<file path="src/rtl/fetch_pkg.sv">
// Shared definitions for the fetch stage: FSM encoding and default widths
// that instr_ptr, instr_fetch and the decoder agree on.
package fetch_pkg;

  localparam int PTR_WIDTH_DEF   = 8;
  localparam int INSTR_WIDTH_DEF = 32;

  typedef enum logic [1:0] {
    ST_IDLE  = 2'd0,
    ST_RUN   = 2'd1,
    ST_DRAIN = 2'd2
  } fetch_state_t;

endpackage

</file>
<file path="src/rtl/instr_fifo.sv">
// Synchronous show-ahead FIFO. The head word is visible on pop_data whenever
// the FIFO is not empty. Push and pop may happen in the same cycle, even when
// the FIFO is full or empty. Flush empties the FIFO and takes priority over
// push and pop. DEPTH must be a power of two.
module instr_fifo #(
  parameter int WIDTH = 40,
  parameter int DEPTH = 4
) (
  input  logic                     clk,
  input  logic                     reset,
  input  logic                     push,
  input  logic [WIDTH-1:0]         push_data,
  input  logic                     pop,
  output logic [WIDTH-1:0]         pop_data,
  input  logic                     flush,
  output logic [$clog2(DEPTH):0]   count,
  output logic                     empty,
  output logic                     full
);

  localparam int AW = $clog2(DEPTH);
  localparam logic [AW:0] FULL_COUNT = DEPTH[AW:0];

  logic [WIDTH-1:0] store [DEPTH];
  logic [AW-1:0]    wr_ptr;
  logic [AW-1:0]    rd_ptr;
  logic             do_push;
  logic             do_pop;

  assign empty    = (count == '0);
  assign full     = (count == FULL_COUNT);
  assign do_pop   = pop && !empty;
  // A pop in the same cycle frees a slot, so a push into a full FIFO is accepted.
  assign do_push  = push && (!full || do_pop);
  assign pop_data = store[rd_ptr];

  // Pointer and occupancy bookkeeping; the pointers wrap naturally at DEPTH.
  always_ff @(posedge clk or negedge reset) begin
    if (!reset) begin
      wr_ptr <= '0;
      rd_ptr <= '0;
      count  <= '0;
    end else if (flush) begin
      wr_ptr <= '0;
      rd_ptr <= '0;
      count  <= '0;
    end else begin
      if (do_push) wr_ptr <= wr_ptr + 1'b1;
      if (do_pop)  rd_ptr <= rd_ptr + 1'b1;
      case ({do_push, do_pop})
        2'b10:   count <= count + 1'b1;
        2'b01:   count <= count - 1'b1;
        default: count <= count;
      endcase
    end
  end

  // Entry storage; cleared on reset so that a freshly reset head reads as zero.
  always_ff @(posedge clk or negedge reset) begin
    if (!reset) begin
      for (int i = 0; i < DEPTH; i++) store[i] <= '0;
    end else if (do_push) begin
      store[wr_ptr] <= push_data;
    end
  end

endmodule

</file>
<file path="src/rtl/instr_fetch.sv">
// Fetch stage: drives the instr_ptr controls, issues reads to a
// fixed-latency instruction memory, tags each read with its address and
// buffers returned words for the decoder. A read is issued only while the
// output FIFO has room for it, counting the reads still in flight.
module instr_fetch
  import fetch_pkg::*;
#(
  parameter int PTR_WIDTH   = PTR_WIDTH_DEF,
  parameter int INSTR_WIDTH = INSTR_WIDTH_DEF,
  parameter int MEM_LATENCY = 2,
  parameter int FIFO_DEPTH  = 4
) (
  input  logic                   clk,
  input  logic                   reset,
  input  logic                   start,
  input  logic                   halt,
  input  logic                   jump_req,
  input  logic [PTR_WIDTH-1:0]   jump_addr,
  input  logic [PTR_WIDTH-1:0]   ptr_in,
  output logic                   ptr_enable,
  output logic                   ptr_load_enable,
  output logic [PTR_WIDTH-1:0]   ptr_load_val,
  output logic [PTR_WIDTH-1:0]   mem_addr,
  output logic                   mem_rd_en,
  input  logic [INSTR_WIDTH-1:0] mem_data,
  output logic [INSTR_WIDTH-1:0] instr_out,
  output logic [PTR_WIDTH-1:0]   instr_addr,
  output logic                   instr_valid,
  input  logic                   instr_ready,
  output logic                   busy
);

  localparam int CW = $clog2(FIFO_DEPTH) + 1;
  // Width that holds fifo_count + inflight without overflow.
  localparam int SW = $clog2(FIFO_DEPTH + MEM_LATENCY + 1);
  localparam logic [SW-1:0] CREDIT_LIMIT = FIFO_DEPTH[SW-1:0];
  localparam int EW = INSTR_WIDTH + PTR_WIDTH;

  fetch_state_t         state;
  logic [MEM_LATENCY-1:0] pipe_valid;
  logic [PTR_WIDTH-1:0] pipe_addr [MEM_LATENCY];
  logic [SW-1:0]        inflight;
  logic [CW-1:0]        fifo_count;
  logic                 fifo_empty;
  logic                 fifo_full;
  logic                 fifo_pop;
  logic [EW-1:0]        fifo_head;
  logic                 issue;
  logic                 jump_active;

  // A redirect outside IDLE kills every outstanding read and the buffered words.
  assign jump_active = jump_req && (state != ST_IDLE);

  // Count the reads still travelling through the memory.
  always_comb begin
    inflight = '0;
    for (int i = 0; i < MEM_LATENCY; i++) begin
      inflight = inflight + SW'(pipe_valid[i]);
    end
  end

  // Issue decision: RUN, no redirect, no halt, and a guaranteed FIFO slot.
  always_comb begin
    if ((state == ST_RUN) && !jump_req && !halt && !fifo_full) begin
      issue = ((SW'(fifo_count) + inflight) < CREDIT_LIMIT);
    end else begin
      issue = 1'b0;
    end
  end

  assign mem_rd_en       = issue;
  assign ptr_enable      = issue;
  assign mem_addr        = ptr_in;
  assign ptr_load_enable = jump_req;
  assign ptr_load_val    = jump_req ? jump_addr : '0;
  assign busy            = (state != ST_IDLE);

  assign instr_valid = !fifo_empty;
  assign instr_out   = fifo_empty ? '0 : fifo_head[EW-1:PTR_WIDTH];
  assign instr_addr  = fifo_empty ? '0 : fifo_head[PTR_WIDTH-1:0];
  assign fifo_pop    = instr_valid && instr_ready;

  // Control FSM: IDLE -> RUN on start, RUN -> DRAIN on halt, DRAIN -> IDLE once empty of reads.
  always_ff @(posedge clk or negedge reset) begin
    if (!reset) begin
      state <= ST_IDLE;
    end else begin
      case (state)
        ST_IDLE:  if (start) state <= ST_RUN;
        ST_RUN:   if (halt) state <= ST_DRAIN;
        ST_DRAIN: if (inflight == '0) state <= ST_IDLE;
        default:  state <= ST_IDLE;
      endcase
    end
  end

  // Valid tags of in-flight reads; cleared on redirect so stale data is dropped.
  always_ff @(posedge clk or negedge reset) begin
    if (!reset) begin
      pipe_valid <= '0;
    end else if (jump_active) begin
      pipe_valid <= '0;
    end else begin
      pipe_valid[0] <= issue;
      for (int i = 1; i < MEM_LATENCY; i++) pipe_valid[i] <= pipe_valid[i-1];
    end
  end

  // Address tags travel alongside the valid bits to label the returned word.
  always_ff @(posedge clk or negedge reset) begin
    if (!reset) begin
      for (int i = 0; i < MEM_LATENCY; i++) pipe_addr[i] <= '0;
    end else begin
      pipe_addr[0] <= ptr_in;
      for (int i = 1; i < MEM_LATENCY; i++) pipe_addr[i] <= pipe_addr[i-1];
    end
  end

  instr_fifo #(
    .WIDTH (EW),
    .DEPTH (FIFO_DEPTH)
  ) u_fifo (
    .clk       (clk),
    .reset     (reset),
    .push      (pipe_valid[MEM_LATENCY-1]),
    .push_data ({mem_data, pipe_addr[MEM_LATENCY-1]}),
    .pop       (fifo_pop),
    .pop_data  (fifo_head),
    .flush     (jump_active),
    .count     (fifo_count),
    .empty     (fifo_empty),
    .full      (fifo_full)
  );

endmodule
</file>
<file path="config.mk">
export PLATFORM = sky130hd
export DESIGN_NAME = instr_fetch
export DESIGN_NICKNAME = d
export VERILOG_FILES = /design/src/rtl/fetch_pkg.sv /design/src/rtl/instr_fifo.sv /design/src/rtl/instr_fetch.sv
export SDC_FILE = /design/constraint.sdc
export NUM_CORES = 1
export LEC_CHECK = 0
export CAP_MARGIN = 20
export CORE_MARGIN = 2
export CORE_UTILIZATION = 44
export CTS_BUF_LIST = sky130_fd_sc_hd__clkbuf_4 sky130_fd_sc_hd__clkbuf_8 sky130_fd_sc_hd__clkbuf_16
export DETAILED_ROUTE_END_ITERATION = 6
export PLACE_DENSITY = 0.66
export SLEW_MARGIN = 20
export SYNTH_ARGS = -nofsm -noshare
export SYNTH_HDL_FRONTEND = slang
export SYNTH_SLANG_ARGS = --single-unit
</file>
<file path="constraint.sdc">
create_clock -name clk -period 6.3 [get_ports clk]
set_input_delay 1.26 -clock clk [delete_from_list [all_inputs] [get_ports clk]]
set_output_delay 1.26 -clock clk [all_outputs]
set_load 0.005 [all_outputs]
</file>
Yosys cells after proc, flatten, opt, wreduce, memory -nomap -nowiden
Cells that the tools add are included.
{"block": "classes", "shifts": 0, "reduce_logical": 21, "n_addsub": 6, "div_mod_pow": 0, "n_eq_ne": 8, "bitwise_logic": 2, "multipliers": 0, "n_lt_le_gt_ge": 4, "mux": 21}
{"cell": "160-bit bitwise mux", "count": 1}
{"cell": "40-bit 2-to-1 mux", "count": 3}
{"cell": "40-bit binary-select mux with 2-bit select", "count": 1}
{"cell": "40-bit demux with 2-bit select", "count": 1}
{"cell": "32-bit 2-to-1 mux", "count": 1}
{"cell": "2-bit 2-to-1 mux", "count": 8}
{"cell": "8-bit 2-to-1 mux", "count": 2}
{"cell": "1-bit logical AND", "count": 8}
{"cell": "3-bit >= comparator, second input constant", "count": 2}
{"cell": "3-bit logical NOT", "count": 2}
{"cell": "2-bit != test, second input constant", "count": 3}
{"cell": "2-bit inverter with 3-bit output", "count": 2}
{"cell": "2-bit one-hot mux with 3 select lines", "count": 1}
{"cell": "3-bit one-hot mux with 2 select lines", "count": 1}
{"cell": "2-bit nonzero test", "count": 3}
{"cell": "2-bit by 1-bit adder with 2-bit output, second input constant", "count": 2}
{"cell": "2-bit by 1-bit equality test with 1-bit output, second input constant", "count": 2}
{"cell": "2-bit equality test, second input constant", "count": 2}
{"cell": "1-bit logical NOT", "count": 4}
{"cell": "3-bit by 1-bit adder with 3-bit output, second input constant", "count": 1}
{"cell": "3-bit by 2-bit adder with 3-bit output", "count": 1}
{"cell": "3-bit equality test, second input constant", "count": 1}
{"cell": "3-bit by 1-bit less-than comparator with 1-bit output, second input constant", "count": 1}
{"cell": "3-bit less-than comparator, second input constant", "count": 1}
{"cell": "8 further kinds", "count": 8}
{"block": "totals", "inputBits": 54, "ff_bits": 187, "elab_cells": 73, "memories": 0, "latch_bits": 0, "rom_bits": 0, "ram_bits": 0}

Logic depth before layout (Yosys ltp)
{"block": "depth", "word_depth": 9, "depth_mapped": 7, "depth_no_buf": 6}

By module
A second synthesis with hierarchy kept.
{"block": "hier_totals", "cells_unflattened": 554, "hier_area_um2": 8625.8}
{"module": "instr_fifo", "n_inst": 1, "area_each_um2": 7551.0, "seq_area_each_um2": 4179.0, "cells_each": 451}
{"module": "instr_fetch", "n_inst": 1, "area_each_um2": 1074.8, "seq_area_each_um2": 500.5, "cells_each": 103}

Worst setup path after synthesis
Ideal clock, no wire load.
{"block": "synth_path", "path_kind": "input-to-output", "start": "input port jump_req", "end": "output port ptr_enable", "arrival_ns": 1.917, "cell_stages": 4, "n_path_buf": 2, "slack_ns": 3.123, "cell_sequence": "clkbuf_1 > nor3_1 > o211a_1 > buf_4"}
{"block": "synth_via", "elab_chain_cells": 5}
{"element": "start, declared", "line_no": "instr_fetch.sv:17", "text": "input logic jump_req,"}
{"element": "1-bit logical NOT", "line_no": "instr_fetch.sv:64", "text": "if ((state == ST_RUN) && !jump_req && !halt && !fifo_full) begin"}
{"element": "1-bit logical AND (3 in a row)", "line_no": "instr_fetch.sv:64"}
{"element": "1-bit 2-to-1 mux", "line_no": "instr_fetch.sv:64"}
{"element": "end, declared", "line_no": "instr_fetch.sv:20", "text": "output logic ptr_enable,"}
Every way passes these cells.

Final worst setup path
Same ends and word-level chain as after synthesis.

==> results.sh <==
export IMPL_max_slew_margin_pct=32.32
export IMPL_drtIter0Drc=227
export IMPL_p_per_area_nw_per_um2=406.7
export IMPL_synthToLayoutAreaGrowth_pct=17.93
export IMPL_antenna_found_initial=1
export IMPL_stdcell_count=928
export IMPL_grt_pass1_vias=5582
export IMPL_slowest_delay_ps=540
export IMPL_place_inst=895
export IMPL_synth_nets=612
export IMPL_rsz0062_at_grt="false"
export IMPL_die_x_um=149.4
export IMPL_die_h_um=149.4
export IMPL_status="completed"
export IMPL_drc=0
export IMPL_path_clk_slew_ps=70
export IMPL_grt_overflow=0
export IMPL_ys_seq_area_share_pct=50.28
export IMPL_synthCells=550
export IMPL_cp_arrival_ps=2810
export IMPL_fill_cells=1686
export IMPL_ys_async_sr_fraction_pct=100.0
export IMPL_synth_seq_cells=187
export IMPL_place_area_um2=10350
export IMPL_hp_class="reg -> reg"
export IMPL_cts_sinks=187
export IMPL_drive_gt1_share_pct=38.04
export IMPL_globalplace_congestion=0.6758
export IMPL_via_per_inst=5.233
export IMPL_wl_mm=18.61
export IMPL_tritoncts="done"
export IMPL_hpwl_mm=10.88
export IMPL_clock_skew_ps=22.95
export IMPL_end_kind="primary output"
export IMPL_synth_avg_cell_area_um2=16.92
export IMPL_vias=4856
export IMPL_critPathKind="in -> out"
export IMPL_postCtsHoldBufs=0
export IMPL_post_cts_setup_buffers=0
export IMPL_startpoint_type="input port"
export IMPL_fp_row_count=53
export IMPL_grt_pass1_wl_mm=30.62
export IMPL_clockBufferDepth=2
export IMPL_fin_crit_sh_pct=64.63
export IMPL_drv_cap=0
export IMPL_ant_nets=0
export IMPL_die_area_um2=22330
export IMPL_fin_hold_ws_ps=349.1
export IMPL_worst_pin_slew_ps=1015
export IMPL_root_buffer="clkbuf_16"
export IMPL_grt_util_all_layers_pct=17.77
export IMPL_final_area_um2=10980
export IMPL_cts_resized_gates=0
export IMPL_synth_flop_cell="dfrtp_1"
export IMPL_cpMaxStageDelayCell="clkdlybuf4s50_1"
export IMPL_htreeDepth=4
export IMPL_wl_per_cell_um=20.05
export IMPL_irDropWorstVdd_mv=0.2046
export IMPL_ys_warn_count=0
export IMPL_tns_ps=0
export IMPL_ioPinCount=115
export IMPL_io_buffer_count=114
export IMPL_maxSlewViolCount=0
export IMPL_cp_cell_sequence="clkdlybuf4s50_1, nor3_1, o211a_1, clkdlybuf4s50_1"
export IMPL_initial_utilization_pct=44.55
export IMPL_numCtsBuffers=17
export IMPL_leakagePower_uw=0.005304
export IMPL_dr_pass1_iters=4
export IMPL_hold_viol_final=0
export IMPL_syn_area_um2=9306
export IMPL_ys_types=39
export IMPL_layout_nets=701
export IMPL_cp_max_fo=12
export IMPL_fmax_mhz=245.6
export IMPL_core_um2=20890
export IMPL_clock_latency_ps=440
export IMPL_setup_viol=0
export IMPL_period_minus_slack_ps=4072
export IMPL_grt_max_degree=109
export IMPL_cp_required_ps=5040
export IMPL_synth_edf_count=0
export IMPL_crit_path_frequent_cell="clkdlybuf4s50_1"
metrics by stage:
step	total power [uW]	util, %	worst slack, ps
3_5_place_dp	3368	49.53	2238
5_1_grt	4712	52.53	1987
2_1_floorplan	2709	-	3123
3_3_place_gp	3302	49.43	2266
4_1_cts	4520	52.51	2196
6_report	4464	52.54	2228
report_power, final:
part	leakage (uW)	switching [uW]	internal [uW]
combinational	0.00254	524	1090
clock	0.000306	472	661
sequential	0.00246	265	1460
total	0.00530	1260	3200
layout make-up:
class	count	area, um^2	area share [%]
timing repair buffer	117	1184	10.78
inverter	5	18.77	0.1710
multi-input combinational	311	4119	37.53
tap	275	344.1	3.135
antenna	1	2.502	0.02280
sequential	187	4684	42.68
clock buffer	21	467.9	4.264
clock inverter	11	155.1	1.414
routing by layer:
layer | routed length (um) | up-vias | global-route usage (%)
met3 | 636 | 21 | 3.354
met4 | 279 | 0 | 5.762
met2 | 9268 | 112 | 29.36
li1 | - | 2141 | -
met1 | 8425 | 2582 | 23.80
met5 | 0 | - | 0
cell usage after synthesis, types with 5 or more instances:
cell type | instances | area (um^2)
and2_1 | 8 | 50.05
buf_12 | 16 | 320.3
buf_2 | 6 | 30.03
buf_4 | 10 | 75.07
clkbuf_1 | 9 | 33.78
dfrtp_1 | 187 | 4679
ha_1 | 7 | 87.58
inv_1 | 5 | 18.77
mux2_4 | 160 | 2402
mux4_2 | 40 | 900.9
nand2b_1 | 5 | 31.28
nor2_1 | 6 | 22.52
nor2b_1 | 41 | 256.5
o21ai_0 | 5 | 25.02
final timing paths:
| path | cells past startpoint | slack (ps) | from | to |
|---|---|---|---|---|
| hold / removal | 0 | 350 | pipe_addr[12] | pipe_addr[4] |
| setup reg to reg | 3 | 3780 | u_fifo.count[2] | u_fifo.store[62] |
| setup / recovery | 4 | 2230 | jump_req | ptr_enable |
| min in group asynchronous | 1 | 920 | reset | u_fifo.store[59] |
| hold reg to reg | 0 | 350 | pipe_addr[12] | pipe_addr[4] |
| max in group asynchronous | 2 | 4150 | reset | u_fifo.store[117] |
cell usage in the layout (no fill, tap or decap), types with 2 or more instances in the layout:
| cell type | instances |
|---|---|
| dfrtp_1 | 185 |
| mux2_4 | 160 |
| clkdlybuf4s50_1 | 113 |
| nor2b_1 | 41 |
| mux4_2 | 40 |
| clkbuf_16 | 17 |
| and2_1 | 8 |
| ha_1 | 7 |
| inv_1 | 5 |
| o21ai_0 | 5 |
| nand2b_1 | 5 |
| nor2_1 | 5 |
| nand3_4 | 4 |
| nand2_1 | 4 |
| inv_6 | 4 |
| or2_2 | 3 |
| nand3_1 | 3 |
| xor2_1 | 3 |
| a21oi_1 | 3 |
| clkbuf_8 | 3 |
| bufinv_16 | 3 |
| o211a_1 | 2 |
| mux2i_1 | 2 |
| clkbuf_4 | 2 |
| clkinv_4 | 2 |
cells by family (layout without fill, tap and decap cells):
family / count (synthesis) / count (layout) / synth area share (%)
mux: 202 / 202 / 35.71
buf+inv: 52 / 154 / 5.539
fa+ha+maj: 8 / 8 / 1.156
compound gates: 18 / 18 / 1.345
xor+xnor: 3 / 3 / 0.2824
flops: 187 / 187 / 50.28
simple gates: 80 / 80 / 5.687
other cells: 0 / 1 / 0
registers in the layout, summed over array words and instances, names as in the netlist:
name	cells
pipe_valid	2
u_fifo.count	3
u_fifo.store	160
state	2
u_fifo.wr_ptr	2
u_fifo.rd_ptr	2
pipe_addr	16
critical path: cells and delay by family:
kind / cells / cell delay (ps)
and+or+nand+nor: 1 / 300
buffers and inverters: 2 / 1040
AOI/OAI and AO/OA: 1 / 210
(Power assumes the default switching activity.)
